## config.mk

```make
export PLATFORM = sky130hd
export DESIGN_NAME = piso_serializer_flat
export DESIGN_NICKNAME = d
export VERILOG_FILES = /design/src/rtl/piso_serializer_if.sv /design/src/rtl/piso_serializer.sv /design/src/flat_wrapper.sv
export SDC_FILE = /design/constraint.sdc
export NUM_CORES = 1
export LEC_CHECK = 0
export BUFFER_PORTS_ARGS = -buffer_cell sky130_fd_sc_hd__buf_2
export CORE_MARGIN = 5
export CORE_UTILIZATION = 43
export CTS_BUF_LIST = sky130_fd_sc_hd__clkbuf_16
export CTS_CLUSTER_DIAMETER = 40
export CTS_CLUSTER_SIZE = 24
export DETAILED_ROUTE_END_ITERATION = 6
export PLACE_DENSITY = 0.7
export SLEW_MARGIN = 20
export SYNTH_ARGS = -nofsm -noshare
export SYNTH_HDL_FRONTEND = slang
export SYNTH_SLANG_ARGS = --single-unit
```

## constraint.sdc

```tcl
create_clock -name clk -period 1 [get_ports clk]
set_input_delay 0.2 -clock clk [delete_from_list [all_inputs] [get_ports clk]]
set_output_delay 0.2 -clock clk [all_outputs]
set_load 0.03 [all_outputs]
```

## src/rtl/piso_serializer_if.sv

```systemverilog
// -----------------------------------------------------------------------------
// piso_serializer_if
// Bundles the load handshake and serial output of piso_serializer.
//   load_valid  : source presents a word on load_data
//   load_data   : WIDTH-bit word to serialize (sampled only on handshake)
//   load_ready  : serializer can accept a word (high only when idle)
//   sout        : serial data bit, MSB first
//   sout_valid  : sout carries a data or parity bit this cycle
//   done        : one-cycle pulse in the first idle cycle after a word
// Modports: master = word source / serial sink, slave = the serializer.
// -----------------------------------------------------------------------------
interface piso_serializer_if #(
    parameter int WIDTH = 8
);
    logic             load_valid;
    logic [WIDTH-1:0] load_data;
    logic             load_ready;
    logic             sout;
    logic             sout_valid;
    logic             done;

    modport master (
        output load_valid,
        output load_data,
        input  load_ready,
        input  sout,
        input  sout_valid,
        input  done
    );

    modport slave (
        input  load_valid,
        input  load_data,
        output load_ready,
        output sout,
        output sout_valid,
        output done
    );
endinterface

```

## src/rtl/piso_serializer.sv

```systemverilog
// -----------------------------------------------------------------------------
// piso_serializer
// Parallel-in serial-out serializer. Accepts a WIDTH-bit word over a
// valid/ready handshake while idle and shifts it out MSB first, one bit per
// clock, with sout_valid qualifying each bit and a registered done pulse in
// the first idle cycle after the word.
//
// Ports:
//   clk    : rising-edge clock
//   reset  : synchronous, active-low reset
//   bus    : piso_serializer_if.slave (load_valid/load_data/load_ready,
//            sout/sout_valid/done)
//
// Build option: define PISO_PARITY_EN to append one even-parity bit (XOR of
// the loaded word) after the data bits; done then follows the parity bit.
//
// All outputs are decoded from registered state only; nothing on the output
// side depends combinationally on load_valid or load_data.
// -----------------------------------------------------------------------------
module piso_serializer #(
    parameter int WIDTH = 8
) (
    input  logic             clk,
    input  logic             reset,
    piso_serializer_if.slave bus
);
    localparam int CW = $clog2(WIDTH);

`ifdef PISO_PARITY_EN
    typedef enum logic [1:0] {ST_IDLE, ST_SHIFT, ST_PARITY} state_t;
`else
    typedef enum logic [1:0] {ST_IDLE, ST_SHIFT} state_t;
`endif

    state_t           state_q, state_d;
    logic [WIDTH-1:0] shift_q, shift_d;
    logic [CW-1:0]    cnt_q,   cnt_d;
    logic             done_q,  done_d;
`ifdef PISO_PARITY_EN
    logic             parity_q, parity_d;
`endif

    always_ff @(posedge clk) begin
        if (!reset) begin
            state_q  <= ST_IDLE;
            shift_q  <= '0;
            cnt_q    <= '0;
            done_q   <= 1'b0;
`ifdef PISO_PARITY_EN
            parity_q <= 1'b0;
`endif
        end else begin
            state_q  <= state_d;
            shift_q  <= shift_d;
            cnt_q    <= cnt_d;
            done_q   <= done_d;
`ifdef PISO_PARITY_EN
            parity_q <= parity_d;
`endif
        end
    end

    always_comb begin
        state_d        = state_q;
        shift_d        = shift_q;
        cnt_d          = cnt_q;
        done_d         = 1'b0;
`ifdef PISO_PARITY_EN
        parity_d       = parity_q;
`endif
        bus.load_ready = 1'b0;
        bus.sout       = 1'b0;
        bus.sout_valid = 1'b0;
        bus.done       = done_q;

        case (state_q)
            ST_IDLE: begin
                bus.load_ready = 1'b1;
                if (bus.load_valid) begin
                    shift_d  = bus.load_data;
                    cnt_d    = CW'(WIDTH - 1);
`ifdef PISO_PARITY_EN
                    // Parity is taken from the word as loaded, since the
                    // shift register is zero-filled while streaming.
                    parity_d = ^bus.load_data;
`endif
                    state_d  = ST_SHIFT;
                end
            end

            ST_SHIFT: begin
                bus.sout       = shift_q[WIDTH-1];
                bus.sout_valid = 1'b1;
                shift_d        = {shift_q[WIDTH-2:0], 1'b0};
                // Counter value 0 marks the final bit; leave the state rather
                // than decrementing so the counter can never wrap.
                if (cnt_q == '0) begin
`ifdef PISO_PARITY_EN
                    state_d = ST_PARITY;
`else
                    state_d = ST_IDLE;
                    done_d  = 1'b1;
`endif
                end else begin
                    cnt_d = cnt_q - CW'(1);
                end
            end

`ifdef PISO_PARITY_EN
            ST_PARITY: begin
                bus.sout       = parity_q;
                bus.sout_valid = 1'b1;
                state_d        = ST_IDLE;
                done_d         = 1'b1;
            end
`endif

            default: begin
                state_d = ST_IDLE;
            end
        endcase
    end
endmodule

```

## src/flat_wrapper.sv

```systemverilog
// flat-port wrapper written by rule: the top's interface ports become plain ports
module piso_serializer_flat 
#(
    parameter int WIDTH = 8
)
  (clk, reset, bus_load_valid, bus_load_data, bus_load_ready, bus_sout, bus_sout_valid, bus_done);
  piso_serializer_if #(.WIDTH(WIDTH)) bus_i ();
  input  logic clk;
  input  logic reset;
  input wire logic [$bits(bus_i.load_valid)-1:0] bus_load_valid;
  input wire logic [$bits(bus_i.load_data)-1:0] bus_load_data;
  output wire logic [$bits(bus_i.load_ready)-1:0] bus_load_ready;
  output wire logic [$bits(bus_i.sout)-1:0] bus_sout;
  output wire logic [$bits(bus_i.sout_valid)-1:0] bus_sout_valid;
  output wire logic [$bits(bus_i.done)-1:0] bus_done;
  assign bus_i.load_valid = bus_load_valid;
  assign bus_i.load_data = bus_load_data;
  assign bus_load_ready = bus_i.load_ready;
  assign bus_sout = bus_i.sout;
  assign bus_sout_valid = bus_i.sout_valid;
  assign bus_done = bus_i.done;
  piso_serializer #(.WIDTH(WIDTH)) u_core (.clk(clk), .reset(reset), .bus(bus_i));
endmodule
```

==> results of run 1 <==
stage by stage:
stage,area [um^2],util [%],setup slack [ns]
4_1_cts,850,66.1,-0.100
3_5_place_dp,723,56.3,-0.117
5_1_grt,867,67.5,-0.126
2_1_floorplan,609,-,-0.0775
3_3_place_gp,723,56.3,-0.0889
6_report,867,67.5,-0.0985
report_power, final:
| part | total [mW] | leakage, nW | switching [mW] | internal [mW] |
|---|---|---|---|---|
| sequential | 0.618 | 0.109 | 0.0425 | 0.576 |
| clock | 0.729 | 0.0423 | 0.203 | 0.526 |
| combinational | 0.322 | 0.260 | 0.151 | 0.171 |
| total | 1.67 | 0.412 | 0.396 | 1.27 |
critical path, cell delays in order (launching register included):
cell and delay [ns]:
dfxtp_4 0.39, and2_4 0.15, buf_6 0.12
state kept, by name, summed over array words and instances, names as in the netlist:
| signal | count |
|---|---|
| u_core.bus.done | 1 |
| u_core.cnt_q | 3 |
| u_core.shift_q | 8 |
| u_core.state_q | 1 |
area by class of cell:
class / count / area [um^2]
clock inverters: 1 / 3.75
inverters: 3 / 18.8
well taps: 15 / 18.8
repair buffers: 23 / 156
multi-input cells: 40 / 328
clock buffers: 3 / 75.1
flip-flops and latches: 13 / 267
fillers: 106 / 418
timing repair:
action,in CTS,in global routing
hold buffers,0,0
setup endpoints to repair,7,11
pin swaps,3,0
gates resized for setup,9,6
setup buffers,3,0
final timing paths:
check,slack (ns),startpoint,depth (start not counted),to
setup / recovery,-0.1,u_core.state_q[0],2,bus_sout
setup reg to reg,-0.1,u_core.cnt_q[0],5,u_core.cnt_q[0]
hold / removal,0.25,bus_load_data[5],3,u_core.shift_q[5]
hold reg to reg,0.51,u_core.state_q[0],2,u_core.bus.done
logic make-up (layout without fill, tap and decap cells):
logic type / count (synthesis) / after routing / share of synthesized area (%)
AND/OR/NAND/NOR: 12 / 12 / 11.6
AO/OA/AOI/OAI: 18 / 18 / 18.6
adder cells (fa/ha/maj): 2 / 2 / 4.39
flip-flops: 13 / 13 / 45.6
buffers and inverters: 6 / 30 / 5.48
multiplexers: 8 / 8 / 14.3
Yosys cell counts (all sizes together):
cell / instances
inv: 3
nand2b: 1
dfxtp: 13
nor3: 1
nor2: 1
o21ai: 7
a21oi: 7
nand2: 2
and2: 3
a21o: 1
nor2b: 1
and3: 1
ha: 2
buf: 2
clkbuf: 1
mux2: 1
o211a: 2
mux2i: 7
o31a: 1
nand3: 2
routing by layer:
metal / global-route usage (%) / up-vias / wire length (um) / share of wire (%)
met1: 13.7 / 229 / 521 / 44
met5: 0 / - / 0 / 0
li1: - / 259 / - / -
met3: 5.86 / 2 / 74 / 6.2
met4: 3.41 / 0 / 9 / 0.75
met2: 24.2 / 10 / 587 / 49
==> flow_summary_export.csv, run 1 <==
group,metric,value,unit
pwr,power_leakage,0.412,nW
cells_and_area,fin_cells,98,
critical_path,setup.worst_path.class,"flip-flop to output pin",
placed_design,port-buffer-count,14,
die,initial_utilization,44.4,%
routing,postRouteAntennaNets,0,
timing,relSlewSlack,83.1,%
critical_path,crit_required,0.80,ns
cts,insertion_delay,0.24,ns
routing,drc,0,
cts,path_clk_slew,0.04,ns
synth,syn_inst,59,
cells_and_area,diodes,0,
routing,viasPerCell,5.10,
timing,hold_viol_final,0,
timing,setup_violations,7,
pwr,max-vdd-ir-drop,1860,uV
die,dieArea,0.00216,mm^2
critical_path,crit_arrival,0.90,ns
global_route,grt_usage,13.3,%
cells_and_area,drive_above_1_share,49.4,%
die,rows,13,
run_status,status,"finished with violations",
synth,synth_area,571,um^2
cells_and_area,final_nets,97,
placed_design,dpl.cell_count,91,
timing,fin_crit_sh,110,%
global_route,overflow,0,
global_route,antenna_found_initial,0,
timing,holdWs,0.253,ns
pwr,p_per_area,1930,mW/mm^2
cts,h-tree-depth,1,
timing,maxSlewViolCount,0,
die,coreArea,0.00128,mm^2
cts,numCtsBuffers,3,
critical_path,endpoint_kind,"output pin",
timing,setup_tns,-0.330,ns
cells_and_area,layout_commonest_cell,"buf_2",
critical_path,crit_fanout,7,
min_path,hold_path_class,"primary input to flip-flop",
die,die_x,46.4,um
cells_and_area,layout_common_cells,"buf_2 (11), dfxtp_1 (10), buf_4 (9), mux2i_1 (7), a21oi_1 (7)",
die,io_pins,15,
timing,worstMarginPinSlew,0.253,ns
global_route,grt_pass1_wl,2.04,mm
cts,cts_max_path_buffers,2,
timing,timing.final.ws_setup,-0.0985,ns
synth,yosysWarningCount,0,
timing,rsz0062_at_grt,"yes",
global_route,grt_pass1_vias,492,
synth,yosysUniqueCellTypes,24,
global_route,grt_max_degree,14,
synth,yosysTopAreaCell,"dfxtp_1",
routing,wl_per_cell,12.2,um
run_status,violations,"setup timing",
placed_design,place.gp.congestion,0.683,
routing,wl,1.19,mm
run,cap_viol_max_count,0,
cells_and_area,syn_to_final_growth,52.0,%
synth,yosysTopAreaCellShare,45.6,%
timing,max_freq,910,MHz
cts,cts_sinks,13,
timing,fin_skew,0.00352,ns
pwr,power,1.67,mW
critical_path,start_kind,"flip-flop",
timing,post-route-min-period,1.10,ns
synth,synth_nets,72,
cts,cts_root_buf,"clkbuf_16",
routing,drtIter0Drc,11,
synth,synth_area_leaders,"dfxtp_1 (46%), mux2i_1 (12%), a21oi_1 (6.1%), o21ai_1 (6.1%), ha_1 (4.4%)",
synth,avgSynthCellArea,9.67,um^2
routing,first_pass_iters,2,
die,die_y,46.4,um
synth,ys_ff_latch,13,
synth,ys_seq_area_share,45.6,%
routing,route.vias.total,500,
cts,cts_tree,"yes",
Power figures use the tool's default switching activity.
==> run 2, diff against run 1 <==
--- a/config.mk
+++ b/config.mk
@@ -6,13 +6,14 @@
 export NUM_CORES = 1
 export LEC_CHECK = 0
 export BUFFER_PORTS_ARGS = -buffer_cell sky130_fd_sc_hd__buf_2
-export CORE_MARGIN = 5
-export CORE_UTILIZATION = 43
+export CELL_PAD_IN_SITES_DETAIL_PLACEMENT = 0
+export CELL_PAD_IN_SITES_GLOBAL_PLACEMENT = 1
+export CORE_UTILIZATION = 32
 export CTS_BUF_LIST = sky130_fd_sc_hd__clkbuf_16
 export CTS_CLUSTER_DIAMETER = 40
 export CTS_CLUSTER_SIZE = 24
 export DETAILED_ROUTE_END_ITERATION = 6
-export PLACE_DENSITY = 0.7
+export PLACE_DENSITY_LB_ADDON = 0.1
 export SLEW_MARGIN = 20
 export SYNTH_ARGS = -nofsm -noshare
 export SYNTH_HDL_FRONTEND = slang
==> flow_summary_export.csv, run 2 (synthesis results as in run 1) <==
group,metric,value,unit
cells_and_area,layout_commonest_cell,"buf_2",
timing,holdWs,0.252,ns
placed_design,dp_hpwl,757,um
run_status,violations,"setup timing",
timing,rsz0062_at_grt,"yes",
placed_design,port-buffer-count,14,
global_route,grt_usage,13.5,%
routing,drc,0,
timing,maxSlewViolCount,0,
placed_design,place.gp.congestion,0.687,
timing,worstMarginPinSlew,0.203,ns
cts,cts_sinks,13,
die,die_y,44.2,um
timing,hold_viol_final,0,
cells_and_area,drive_above_1_share,45.8,%
die,die_x,44.2,um
global_route,antenna_found_initial,0,
routing,wl_per_cell,10.8,um
pwr,power_leakage,0.417,nW
cells_and_area,final_nets,97,
routing,wirelength_met1,537,um
min_path,min_from,"bus_load_data[6]",
pwr,power,1.67,mW
critical_path,endpoint_kind,"output pin",
die,io_pins,15,
die,dieArea,0.00196,mm^2
critical_path,crit_start,"u_core.state_q[0]",
cells_and_area,fin_util,54.8,%
critical_path,setup.worst_path.class,"flip-flop to output pin",
routing,route.vias.total,484,
cells_and_area,top_regs,"u_core.shift_q x8, u_core.cnt_q x3",
routing,drtIter0Drc,2,
cts,insertion_delay,0.24,ns
global_route,overflow,0,
routing,met2WireLength,479,um
cells_and_area,layout_common_cells,"buf_2 (11), dfxtp_1 (10), buf_4 (9)",
routing,postRouteAntennaNets,0,
run_status,status,"finished with violations",
routing,viasPerCell,4.89,
die,rows,14,
die,coreArea,0.00158,mm^2
routing,met3_length,56,um
cells_and_area,syn_to_final_growth,51.5,%
timing,max_freq,915,MHz
timing,relSlewSlack,86.4,%
min_path,hold_path_class,"primary input to flip-flop",
critical_path,crit_arrival,0.89,ns
critical_path,start_kind,"flip-flop",
global_route,grt_max_degree,14,
cts,path_clk_slew,0.04,ns
critical_path,crit_fanout,5,
routing,wl,1.07,mm
cts,cts_max_path_buffers,2,
routing,topRoutingLayerUsed,"met3",
cells_and_area,largest_register_ffs,8,
run,cap_viol_max_count,0,
timing,fin_skew,0.000762,ns
die,initial_utilization,36.2,%
routing,first_pass_iters,6,
global_route,grt_pass1_vias,443,
cts,cts-hold-fix-buffers,0,
cells_and_area,max_flop_register,"u_core.shift_q",
timing,fin_crit_sh,109,%
timing,post-route-min-period,1.09,ns
cts,h-tree-depth,1,
pwr,max-vdd-ir-drop,1330,uV
cts,numCtsBuffers,3,
timing,timing.final.ws_setup,-0.0932,ns
global_route,grt_pass1_wl,1.85,mm
cts,cts_tree,"yes",
cells_and_area,diodes,0,
cts,cts_root_buf,"clkbuf_16",
timing,setup_violations,6,
critical_path,crit_required,0.80,ns
pwr,p_per_area,1930,mW/mm^2
critical_path,r2r-start,"u_core.cnt_q[0]",
-- run 2: cell count changes in the layout (fill, tap and decap cells not counted) --
cell	change
o21ai_1	+3
o21ai_2	-3
and2_0	-1
and2_4	+1
inv_4	-1
inv_6	+1
nand2_2	-1
nand2_4	+1
nor2b_1	+1
nor2b_2	-1
-- run 2: final cells by class --
class / instances / area [um^2]
clock buffer: 3 / 75.1
clock inverter: 1 / 3.75
fill: 150 / 712
inverter: 3 / 21.3
multi-input combinational: 40 / 322
sequential: 13 / 267
tap: 16 / 20.0
timing repair buffer: 23 / 156
-- run 2: through the flow --
stage | worst slack (ns) | TNS, ns | instance area (um^2) | cells
2_1_floorplan | -0.0775 | -0.187 | 609 | 59
3_3_place_gp | -0.0939 | -0.244 | 724 | 92
3_5_place_dp | -0.103 | -0.272 | 724 | 92
4_1_cts | -0.0962 | -0.341 | 831 | 97
5_1_grt | -0.131 | -0.623 | 865 | 99
6_report | -0.0932 | -0.338 | 865 | 99
-- run 2: worst paths after layout --
check                 endpoint  slack, ns  depth (start not counted)
max                   bus_sout      -0.09                          2
min          u_core.shift_q[6]       0.25                          3
max reg2reg    u_core.cnt_q[0]      -0.09                          5
min reg2reg  u_core.shift_q[3]       0.51                          2
-- run 2: repair_timing --
action | CTS | global route
setup endpoints to repair | 7 | 7
pin swaps | 3 | 3
buffers inserted | 1 | 2
resized for setup | 7 | 8
gates cloned | 0 | 0
-- run 2: power breakdown --
group	leakage [nW]	switching (mW)	internal, mW	total (mW)
Sequential	0.109	0.0380	0.576	0.614
Clock	0.0423	0.204	0.526	0.729
Combinational	0.266	0.150	0.176	0.326
-- run 2: worst max-delay path, cell delays in order (launching register included) --
cell,delay [ns]
dfxtp_4,0.39
and2_4,0.15
buf_6,0.12
-- run 2: per-layer routing --
layer / track usage (%) / vias up
met3: 7.35 / 0
met2: 20.9 / 10
met4: 3.64 / 0
met5: 0 / -
li1: - / 255
met1: 16.4 / 219
==> run 3, diff against run 2 <==
--- a/config.mk
+++ b/config.mk
@@ -14,6 +14,8 @@
 export CTS_CLUSTER_SIZE = 24
 export DETAILED_ROUTE_END_ITERATION = 6
 export PLACE_DENSITY_LB_ADDON = 0.1
+export RECOVER_POWER = 50
+export SKIP_LAST_GASP = 1
 export SLEW_MARGIN = 20
 export SYNTH_ARGS = -nofsm -noshare
 export SYNTH_HDL_FRONTEND = slang
==> flow_summary_export.csv, run 3 (synthesis results as in run 1) <==
group,metric,value,unit
cells_and_area,drive_above_1_share,45.8,%
timing,relSlewSlack,86.6,%
cts,cts_sinks,13,
critical_path,crit_required,0.80,ns
pwr,p_per_area,1920,mW/mm^2
placed_design,port-buffer-count,14,
placed_design,postPlaceCellArea,724,um^2
timing,post-route-min-period,1.10,ns
cells_and_area,fin_area,868,um^2
run,cap_viol_max_count,0,
die,io_pins,15,
routing,wl,1.06,mm
timing,hold_viol_final,0,
cells_and_area,top_regs,"u_core.shift_q x8, u_core.cnt_q x3",
run_status,violations,"setup timing",
routing,first_pass_iters,6,
cells_and_area,multiInputGateArea,322,um^2
critical_path,crit_fanout,5,
placed_design,place.gp.congestion,0.687,
pwr,power_leakage,0.417,nW
critical_path,start_kind,"flip-flop",
placed_design,dpl.cell_count,92,
global_route,overflow,0,
critical_path,path_cells,"and2_4, buf_6",
cts,h-tree-depth,1,
global_route,met3_usage,7.35,%
timing,maxSlewViolCount,0,
cells_and_area,final_nets,97,
cts,numCtsBuffers,3,
die,die_x,44.2,um
die,coreArea,0.00158,mm^2
die,dieArea,0.00196,mm^2
timing,setup_tns,-0.351,ns
min_path,hold_path_class,"primary input to flip-flop",
cells_and_area,max_flop_register,"u_core.shift_q",
cts,cts_tree,"yes",
routing,drtIter0Drc,3,
global_route,antenna_found_initial,0,
die,die_y,44.2,um
cells_and_area,layout_commonest_cell,"buf_2",
cells_and_area,largest_register_ffs,8,
global_route,grt_max_degree,14,
timing,rsz0062_at_grt,"yes",
placed_design,dp_slack,-0.103,ns
cts,path_clk_slew,0.04,ns
routing,wl_per_cell,10.7,um
critical_path,cp_top_family,"flip-flops",
placed_design,dp_hpwl,757,um
critical_path,path_buf_inv,1,
global_route,grt_usage,13.2,%
routing,route.vias.total,476,
global_route,gr-usage-met1,15.9,%
cells_and_area,diodes,0,
timing,fin_crit_sh,110,%
cells_and_area,layout_common_cells,"buf_2 (11), dfxtp_1 (10), buf_4 (8), mux2i_1 (7), a21oi_1 (7)",
run_status,status,"finished with violations",
cells_and_area,fin_cells,99,
die,initial_utilization,36.2,%
global_route,busiest_layer,"met2",
critical_path,endpoint_kind,"output pin",
routing,postRouteAntennaNets,0,
critical_path,slowest_delay,0.39,ns
timing,worstMarginPinSlew,0.200,ns
cells_and_area,syn_to_final_growth,52.2,%
pwr,max-vdd-ir-drop,1280,uV
timing,setup_violations,6,
critical_path,critPathSlowestCell,"dfxtp_4",
cells_and_area,seq_area,267,um^2
global_route,use_met2,20.3,%
timing,fin_skew,0.000366,ns
timing,holdWs,0.252,ns
timing,timing.final.ws_setup,-0.0980,ns
cts,cts_root_buf,"clkbuf_16",
timing,max_freq,911,MHz
cts,insertion_delay,0.24,ns
routing,drc,0,
global_route,grt_pass1_vias,435,
routing,viasPerCell,4.81,
critical_path,crit_arrival,0.90,ns
critical_path,setup.worst_path.class,"flip-flop to output pin",
die,rows,14,
cells_and_area,fillers,149,
cts,cts_max_path_buffers,2,
global_route,grt_pass1_wl,1.81,mm
[run 3: cell count changes in the layout (fill, tap and decap cells not counted)]
cell / before / now
buf_4: 9 / 8
buf_6: 3 / 4
o21ai_0: 0 / 2
o21ai_1: 7 / 5
[run 3: worst reg2reg max path, delay by kind of cell, from the launching register on]
kind,cells,cell delay (ns)
DFF,1,0.33
buffers and inverters,1,0.07
AOI/OAI and AO/OA,2,0.38
adders and majority gates,1,0.14
and+or+nand+nor,1,0.05
[run 3: stage by stage]
stage          util, %  total power [mW]
2_1_floorplan        -             0.809
3_3_place_gp      46.0             0.895
3_5_place_dp      46.0             0.897
4_1_cts           52.3              1.66
5_1_grt           55.1              1.77
6_report          55.1              1.67
[run 3: routing by layer]
layer / vias to the layer above / share of wire (%)
li1: 254 / -
met1: 212 / 50
met2: 10 / 45
met3: 0 / 5.1
met4: 0 / 0
met5: - / 0
[run 3: cell type report]
cell class	count	share of cell area [%]
multi-input combinational	40	37.0
sequential	13	30.7
timing repair buffer	23	18.4
clock buffer	3	8.65
inverter	3	2.45
tap	16	2.31
clock inverter	1	0.432
[run 3: report_power, final]
part / leakage, nW / switching (mW) / internal, mW
Clock: 0.0423 / 0.202 / 0.525
Combinational: 0.266 / 0.149 / 0.178
Sequential: 0.109 / 0.0381 / 0.576
[run 3: path summary, 6_finish.rpt]
path                      from                 to  slack, ns  cells past startpoint
min           bus_load_data[2]  u_core.shift_q[2]       0.25                      3
min reg2reg  u_core.shift_q[3]  u_core.shift_q[4]       0.51                      2
max          u_core.state_q[0]           bus_sout       -0.1                      2
max reg2reg    u_core.cnt_q[0]    u_core.cnt_q[0]      -0.09                      5
[run 3: timing repair]
action | CTS | global route
setup buffers | 1 | 2
pin swaps | 3 | 3
endpoints found under the setup margin | 7 | 7
hold endpoints to repair | 0 | 0
hold buffers | 0 | 0
gates resized for setup | 5 | 11
